**config.mk**
```make
export PLATFORM = sky130hd
export DESIGN_NAME = dmem_request_unit
export DESIGN_NICKNAME = d
export VERILOG_FILES = /design/src/rtl/dmem_request_unit.sv
export SDC_FILE = /design/constraint.sdc
export NUM_CORES = 1
export LEC_CHECK = 0
export CAP_MARGIN = 20
export CORE_MARGIN = 2
export CORE_UTILIZATION = 35
export CTS_CLUSTER_DIAMETER = 80
export DETAILED_ROUTE_END_ITERATION = 8
export PLACE_DENSITY = 0.63
export SLEW_MARGIN = 20
export SYNTH_ARGS = -nofsm -noshare
export SYNTH_HDL_FRONTEND = slang
export SYNTH_SLANG_ARGS = --single-unit
```
**constraint.sdc**
```tcl
create_clock -name CLK -period 4 [get_ports CLK]
set_input_delay 0.4 -clock CLK [delete_from_list [all_inputs] [get_ports CLK]]
set_output_delay 0.4 -clock CLK [all_outputs]
set_load 0.01 [all_outputs]
```
**src/rtl/dmem_request_unit.sv**
```systemverilog
`timescale 1ns/1ps
// dmem_request_unit
// Data-memory request unit for the pipelined MIPS datapath. Loads are held
// until dhit. Stores are posted into a small write buffer so they retire
// without stalling. A watchdog halts instruction fetch if memory never answers.
module dmem_request_unit #(
    parameter int ADDR_W     = 32,
    parameter int DATA_W     = 32,
    parameter int WBUF_DEPTH = 4,
    parameter int TIMEOUT    = 255
) (
    input  logic                              CLK,
    input  logic                              nRST,
    input  logic                              ihit,
    input  logic                              dhit,
    input  logic                              memRdRq,
    input  logic                              memWrRq,
    input  logic [ADDR_W-1:0]                 rq_addr,
    input  logic [DATA_W-1:0]                 rq_wdata,
    output logic                              imemREN,
    output logic                              dmemREN,
    output logic                              dmemWEN,
    output logic [ADDR_W-1:0]                 dmemaddr,
    output logic [DATA_W-1:0]                 dmemstore,
    output logic                              stall,
    output logic [$clog2(WBUF_DEPTH+1)-1:0]   wbuf_count,
    output logic                              timeout_err
);

    localparam int PTR_W = (WBUF_DEPTH > 1) ? $clog2(WBUF_DEPTH) : 1;
    localparam int CNT_W = $clog2(WBUF_DEPTH + 1);
    localparam int WD_W  = (TIMEOUT > 0) ? $clog2(TIMEOUT + 1) : 1;

    typedef enum logic [1:0] {
        IDLE  = 2'd0,
        WRITE = 2'd1,
        READ  = 2'd2
    } state_t;

    state_t             state_reg, state_next;
    logic [PTR_W-1:0]   wr_ptr_reg, wr_ptr_next;
    logic [PTR_W-1:0]   rd_ptr_reg, rd_ptr_next;
    logic [CNT_W-1:0]   count_reg, count_next;
    logic               rd_pending_reg, rd_pending_next;
    logic [ADDR_W-1:0]  rd_addr_reg, rd_addr_next;
    logic               timeout_err_reg, timeout_err_next;

    // Write-buffer storage; not reset, contents are qualified by count_reg.
    logic [ADDR_W-1:0]  wbuf_addr [WBUF_DEPTH];
    logic [DATA_W-1:0]  wbuf_data [WBUF_DEPTH];

    logic               accept;
    logic               push;
    logic               pop;
    logic               load_cap;
    logic               wbuf_full;
    logic               busy;
    logic               wd_fire;

    // A request is only taken when the datapath actually advances.
    assign accept    = ihit & ~stall;
    assign push      = accept & memWrRq;
    assign load_cap  = accept & memRdRq;
    assign pop       = (state_reg == WRITE) & dhit;
    assign wbuf_full = (count_reg == CNT_W'(WBUF_DEPTH));
    assign busy      = (state_reg != IDLE);

    // Watchdog: counts unanswered cycles of an outstanding access.
    generate
        if (TIMEOUT > 0) begin : g_wd
            logic [WD_W-1:0] wd_cnt_reg, wd_cnt_next;

            // Next watchdog count and the edge at which it reaches TIMEOUT.
            always_comb begin
                wd_cnt_next = '0;
                wd_fire     = 1'b0;
                if (busy && !dhit) begin
                    if (wd_cnt_reg == WD_W'(TIMEOUT - 1)) begin
                        wd_fire = 1'b1;
                    end else begin
                        wd_cnt_next = wd_cnt_reg + 1'b1;
                    end
                end
            end

            // Watchdog counter register.
            always_ff @(posedge CLK or negedge nRST) begin
                if (!nRST) begin
                    wd_cnt_reg <= '0;
                end else begin
                    wd_cnt_reg <= wd_cnt_next;
                end
            end
        end else begin : g_no_wd
            assign wd_fire = 1'b0;
        end
    endgenerate

    // Buffer storage write on a captured store.
    always_ff @(posedge CLK) begin
        if (push) begin
            wbuf_addr[wr_ptr_reg] <= rq_addr;
            wbuf_data[wr_ptr_reg] <= rq_wdata;
        end
    end

    // Next-state logic: FIFO bookkeeping, load latch, memory-side FSM, flush.
    always_comb begin
        state_next       = state_reg;
        wr_ptr_next      = wr_ptr_reg;
        rd_ptr_next      = rd_ptr_reg;
        count_next       = count_reg;
        rd_pending_next  = rd_pending_reg;
        rd_addr_next     = rd_addr_reg;
        timeout_err_next = timeout_err_reg;

        if (push) begin
            wr_ptr_next = wr_ptr_reg + 1'b1;
        end
        if (pop) begin
            rd_ptr_next = rd_ptr_reg + 1'b1;
        end
        if (push && !pop) begin
            count_next = count_reg + 1'b1;
        end else if (!push && pop) begin
            count_next = count_reg - 1'b1;
        end

        if (load_cap) begin
            rd_pending_next = 1'b1;
            rd_addr_next    = rq_addr;
        end
        if (state_reg == READ && dhit) begin
            rd_pending_next = 1'b0;
        end

        // Stores always drain before a pending load, keeping store->load order.
        case (state_reg)
            IDLE: begin
                if (count_next != '0) begin
                    state_next = WRITE;
                end else if (rd_pending_next) begin
                    state_next = READ;
                end
            end
            WRITE: begin
                if (dhit) begin
                    if (count_next != '0) begin
                        state_next = WRITE;
                    end else if (rd_pending_next) begin
                        state_next = READ;
                    end else begin
                        state_next = IDLE;
                    end
                end
            end
            READ: begin
                if (dhit) begin
                    state_next = IDLE;
                end
            end
            default: state_next = IDLE;
        endcase

        // Memory never answered: drop everything and halt fetch.
        if (wd_fire) begin
            timeout_err_next = 1'b1;
            count_next       = '0;
            wr_ptr_next      = '0;
            rd_ptr_next      = '0;
            rd_pending_next  = 1'b0;
            state_next       = IDLE;
        end
    end

    // Control and status registers.
    always_ff @(posedge CLK or negedge nRST) begin
        if (!nRST) begin
            state_reg       <= IDLE;
            wr_ptr_reg      <= '0;
            rd_ptr_reg      <= '0;
            count_reg       <= '0;
            rd_pending_reg  <= 1'b0;
            rd_addr_reg     <= '0;
            timeout_err_reg <= 1'b0;
        end else begin
            state_reg       <= state_next;
            wr_ptr_reg      <= wr_ptr_next;
            rd_ptr_reg      <= rd_ptr_next;
            count_reg       <= count_next;
            rd_pending_reg  <= rd_pending_next;
            rd_addr_reg     <= rd_addr_next;
            timeout_err_reg <= timeout_err_next;
        end
    end

    // Memory-side outputs decoded from registered state only.
    always_comb begin
        dmemaddr  = '0;
        dmemstore = '0;
        case (state_reg)
            WRITE: begin
                dmemaddr  = wbuf_addr[rd_ptr_reg];
                dmemstore = wbuf_data[rd_ptr_reg];
            end
            READ: begin
                dmemaddr = rd_addr_reg;
            end
            default: ;
        endcase
    end

    assign dmemWEN     = (state_reg == WRITE);
    assign dmemREN     = (state_reg == READ);
    assign stall       = rd_pending_reg | wbuf_full | timeout_err_reg;
    assign imemREN     = ~timeout_err_reg;
    assign timeout_err = timeout_err_reg;
    assign wbuf_count  = count_reg;

endmodule

```
**Yosys cells after proc, flatten, opt, wreduce, memory -nomap -nowiden**

Memories as Yosys holds them, arrays and structs flattened.
Index checks and enable logic that the tools add are counted.

- Logic and storage cells: 69
- Output and inout port bits: 72
- Input bits: 70
- Memories kept: 2
- Flip-flop bits (word level): 51
- RAM bits: 256

- Add/sub/neg operators: 5
- Reduce and logical (&&, ||, !) cells: 13
- Multiplexer cells: 26
- Bitwise gates (word level): 8
- Equality and inequality tests: 7

Memory list:

| name | words | bits a word | read ports | clocked after Yosys merged registers in | write ports | line | source |
|---|---|---|---|---|---|---|---|
| wbuf_addr | 4 | 32 | 1 | 0 | 1 | 49 | `logic [ADDR_W-1:0] wbuf_addr [WBUF_DEPTH];` |
| wbuf_data | 4 | 32 | 1 | 0 | 1 | 50 | `logic [DATA_W-1:0] wbuf_data [WBUF_DEPTH];` |

Operators with widths:

| kind | number |
|---|---|
| 32-bit case mux with 2 select lines | 1 |
| 32-bit two-way mux | 1 |
| 2-bit two-way mux | 11 |
| 8-bit two-way mux | 2 |
| 3-bit two-way mux | 3 |
| 8-bit by 1-bit adder with 8-bit output (second input constant) | 1 |
| 8-bit equality test (second input constant) | 1 |
| 1-bit two-way mux | 7 |
| 3-bit by 2-bit inequality test with 1-bit output (second input constant) | 2 |
| 2-bit case mux with 3 select lines | 1 |
| 2-bit nonzero test | 3 |
| 2-bit by 1-bit adder with 2-bit output (second input constant) | 2 |
| 1-bit AND | 4 |
| 1-bit logical AND | 4 |
| 4-bit inequality test (second input constant) | 1 |
| 3-bit by 1-bit adder with 3-bit output (second input constant) | 1 |
| 3-bit equality test (second input constant) | 1 |
| 1-bit logical NOT | 3 |
| 3-bit AND reduction | 1 |
| 3-bit nonzero test | 1 |
| 3-bit by 1-bit subtractor with 3-bit output (second input constant) | 1 |
| 2-bit by 1-bit equality test with 1-bit output (second input constant) | 1 |
| 2-bit equality test (second input constant) | 1 |
| 2-bit logical NOT | 1 |
| 2 further kinds | 4 |

**Logic depth before layout (Yosys ltp)**

- Word-level depth: 15
- Mapped depth: 10
- Gate-level depth less buffers: 9

**Worst setup path after synthesis**

No wires, ideal clock.

- Path type: flip-flop to flip-flop
- Start point: register count_reg[0] (netlist: wbuf_count[0])
- End point: memory wbuf_addr[0][0], enable pin
- Path slack: 0.832 ns
- Clock period less this slack: 3.168 ns
- Library setup time: 0.429 ns
- Data required time: 3.571 ns
- Arrival time: 2.739 ns
- Cell stages (with the launch flop): 6
- Path buffers: 1
- Cell sequence: dfrtp_1 inv_1 ha_1 a211oi_2 buf_6 and3_1

- Word-level cells in the longest chain between the ends: 8

RTL lines:

| item | line | source |
|---|---|---|
| start, declared | 43 | `logic [CNT_W-1:0] count_reg, count_next;` |
| start signal, assigned | 190 | `count_reg <= count_next;` |
| 3-bit equality test | 65 | `assign wbuf_full = (count_reg == CNT_W'(WBUF_DEPTH));` |
| 1-bit OR (2 in series) | 215 | `assign stall = rd_pending_reg \| wbuf_full \| timeout_err_reg;` |
| 1-bit NOT | 61 | `assign accept = ihit & ~stall;` |
| 1-bit AND | 61 |  |
| 1-bit AND | 62 | `assign push = accept & memWrRq;` |
| 1-bit two-way mux | 101 | `if (push) begin` |
| 1-bit two-way mux (implied by the code) | 102 | `wbuf_addr[wr_ptr_reg] <= rq_addr;` |
| end, declared | 49 |  |

Every way passes these cells.

**Final worst setup path**

- Start point: register rd_ptr_reg[0]
- End point: output dmemaddr[12]

- Word-level cells in the longest chain between the ends: 2

RTL lines:

| item | line | source |
|---|---|---|
| start, declared | 42 | `logic [PTR_W-1:0] rd_ptr_reg, rd_ptr_next;` |
| start signal, assigned | 189 | `rd_ptr_reg <= rd_ptr_next;` |
| memory read 4 x 32 bit | n/a |  |
| 32-bit case mux with 2 select lines | 201 | `case (state_reg)` |
| end, declared | 23 | `output logic [ADDR_W-1:0] dmemaddr,` |

Every way passes these cells.

==> summary.txt <==
Hold path
  – HP Class: in2async

Pwr
  – Leak pwr: 5.14 nW
  – Power Dens Cells: 664 nW/um^2
  – Max VDD drop: 0.361 mV

Global routing
  – Vias in the first global route: 6824
  – Largest net degree at the start of global routing: 38
  – GR Util All Layers: 0.146
  – First-pass GRT wire length: 40.2 mm
  – Initial antenna violation count: 1
  – GRT Residual Overflow: 0

Route
  – WL/cell: 20.6 microns
  – Antenna-violating nets left: 0
  – Total Routed Length: 26.3 mm
  – Drt first pass iters: 4
  – Initial DRC count: 332
  – Detailed-route DRC error count: 0
  – Vias per cell: 4.99
  – Via count: 6368

Critical path
  – CP Capture Type: output port
  – Startpoint Class: flop
  – Required @ worst endpoint: 3.60 ns
  – CP Max Fanout: 22
  – Worst path arrival time: 2.91 ns
  – Setup Crit Path Kind: reg2out

Clock tree
  – CTS tree: built
  – Setup Fix Bufs, Post-CTS: 0
  – H-tree depth: 2
  – Clk buf depth: 3
  – Clock sinks: 307
  – Worst-Skew Late Latency: 0.50 ns
  – Clock-pin transition on the worst setup and hold timing paths: 0.06 ns
  – Post_cts resized: 0
  – Root Driver: clkbuf_16
  – Total clock buffers created by CTS: 34
  – Hold_buf cts: 0

Layout
  – Multi-input gate area: 3170 sq um
  – Storage cell area: 8970 sq um
  – Fillers: 3020
  – Core Util, Final: 0.444
  – Layout cells sized above 1: 0.207
  – Commonest non-fill, non-tap cell in the layout: edfxtp_1
  – Area grow syn2layout: 24.8%
  – Most frequent cells in the layout: 256 x edfxtp_1, 140 x clkdlybuf4s50_1, 64 x mux4_2
  – Nets: 881
  – Finished Layout Cells: 1277

Die
  – Core region area: 34600 sq um
  – I/O pin count: 142
  – Rows: 68
  – Die height: 192 microns
  – Starting density of the core: 0.355
  – DIE AREA: 36700 sq um
  – Die W: 192 microns

Synth
  – Synth unique cells: 45
  – Synthesized cell area: 12300 sq um
  – Cell count after synthesis: 643
  – Number of synthesized flops with an enable pin: 256
  – Asr flop ratio synth: 0.166
  – #FFs+latches synth: 307
  – Synth Area per Inst: 19.1 sq um
  – Syn Nets: 726
  – Synth Flop Type: edfxtp_1
  – Synth warn: 0
  – Sequential element share of the synthesized area: 0.728

Run status
  – Status: complete, no violations

Timing
  – RSZ-0062 raised after global routing: false
  – Rel. slew slack: 0.354
  – Slew Limit Fails: 0
  – Fin crit period: 3.31 ns
  – Fmax: 0.302 GHz
  – Setup TNS: 0 ns
  – Final Hold Fails: 0
  – Final setup vio count: 0
  – Measured slew at the worst slew-check pin: 0.970 ns
  – Clk_skew: 0.0164 ns
  – Tcrit/Tclk final: 0.828
  – Final WS setup: 0.690 ns

Placed design
  – Dpl hpwl: 15.9 mm
  – Final Wtd Congestion: 0.688
  – I/O Buffers: 141
  – Dpl cells: 1217
  – Pre-CTS setup slack: 0.974 ns

Job
  – # Max-Cap Violations: 0
-- power breakdown --
part / internal [W] / switching, W / total [W]
clock: 0.00172 / 0.00119 / 0.00291
combinational: 0.00180 / 0.00140 / 0.00320
sequential: 0.00377 / 0.000319 / 0.00409
-- worst max-delay path, stage by stage (launching register included) --
cell and delay [ns]:
dfrtp_4 0.75, buf_4 0.35, mux4_2 0.53, a22oi_1 0.22
nor2b_1 0.08, clkdlybuf4s50_1 0.48
-- cell type report --
type	count	area share
clock buffer	44	0.0585
sequential	307	0.584
timing repair buffer	155	0.102
clock inverter	15	0.00879
inverter	10	0.00277
multi-input combinational	290	0.206
tap	455	0.0370
antenna	1	0.000163
-- stage by stage --
stage / total power [W] / hold slack, ns / cell area, sq um
after floorplan: 0.00600 / 0.104 / 12300
after global placement: 0.00739 / 0.470 / 14300
after detailed placement: 0.00742 / 0.479 / 14300
after CTS: 0.0104 / 0.0649 / 15400
after global routing: 0.0107 / 0.101 / 15400
final: 0.0102 / 0.0417 / 15400
-- cell usage after synthesis (all sizes together), types with 3 or more instances --
| master | count | area [sq um] |
|---|---|---|
| a22oi | 32 | 240 |
| and2 | 34 | 213 |
| and3 | 6 | 37.5 |
| buf | 18 | 98.8 |
| clkbuf | 18 | 67.6 |
| dfrtp | 51 | 1280 |
| edfxtp | 256 | 7690 |
| ha | 13 | 163 |
| inv | 10 | 42.5 |
| mux2 | 32 | 360 |
| mux4 | 64 | 1440 |
| nand2 | 9 | 33.8 |
| nand3 | 6 | 30.0 |
| nand4 | 4 | 25.0 |
| nand4b | 3 | 26.3 |
| nor2 | 21 | 86.3 |
| nor2b | 33 | 206 |
| xnor2 | 4 | 35.0 |
| xor2 | 6 | 52.6 |
-- path summary, 6_finish.rpt --
kind,from,end,slack [ns],depth (start not counted)
min reg2reg,rd_addr_reg[21],rd_addr_reg[21],0.49,1
max,rd_ptr_reg[0],dmemaddr[12],0.69,5
max reg2reg,wbuf_count[0],rd_addr_reg[5],0.96,5
min,nRST,rd_addr_reg[15],0.04,1
max in group asynchronous,nRST,rd_ptr_reg[0],3.10,2
min in group CLK,rd_addr_reg[21],rd_addr_reg[21],0.49,1
-- layer usage --
layer,global-route usage,up-vias,share of wire
met5,0,-,0
met4,0.0405,0,0.020
met3,0.0310,42,0.052
met2,0.241,157,0.49
met1,0.197,3319,0.44
li1,-,2850,-
-- cell families (layout without fill, tap and decap cells) --
family                     Yosys count  after routing  share of synthesized area
DFF                                307            307                      0.728
buffers and inverters               46            224                     0.0170
muxes                               97             97                      0.147
AOI/OAI and AO/OA                   49             49                     0.0304
other                                0              1                          0
adders and majority gates           13             13                     0.0132
xor gates and xnor gates            10             10                    0.00711
and+or+nand+nor                    121            121                     0.0569
Power figures use the tool's default switching activity.
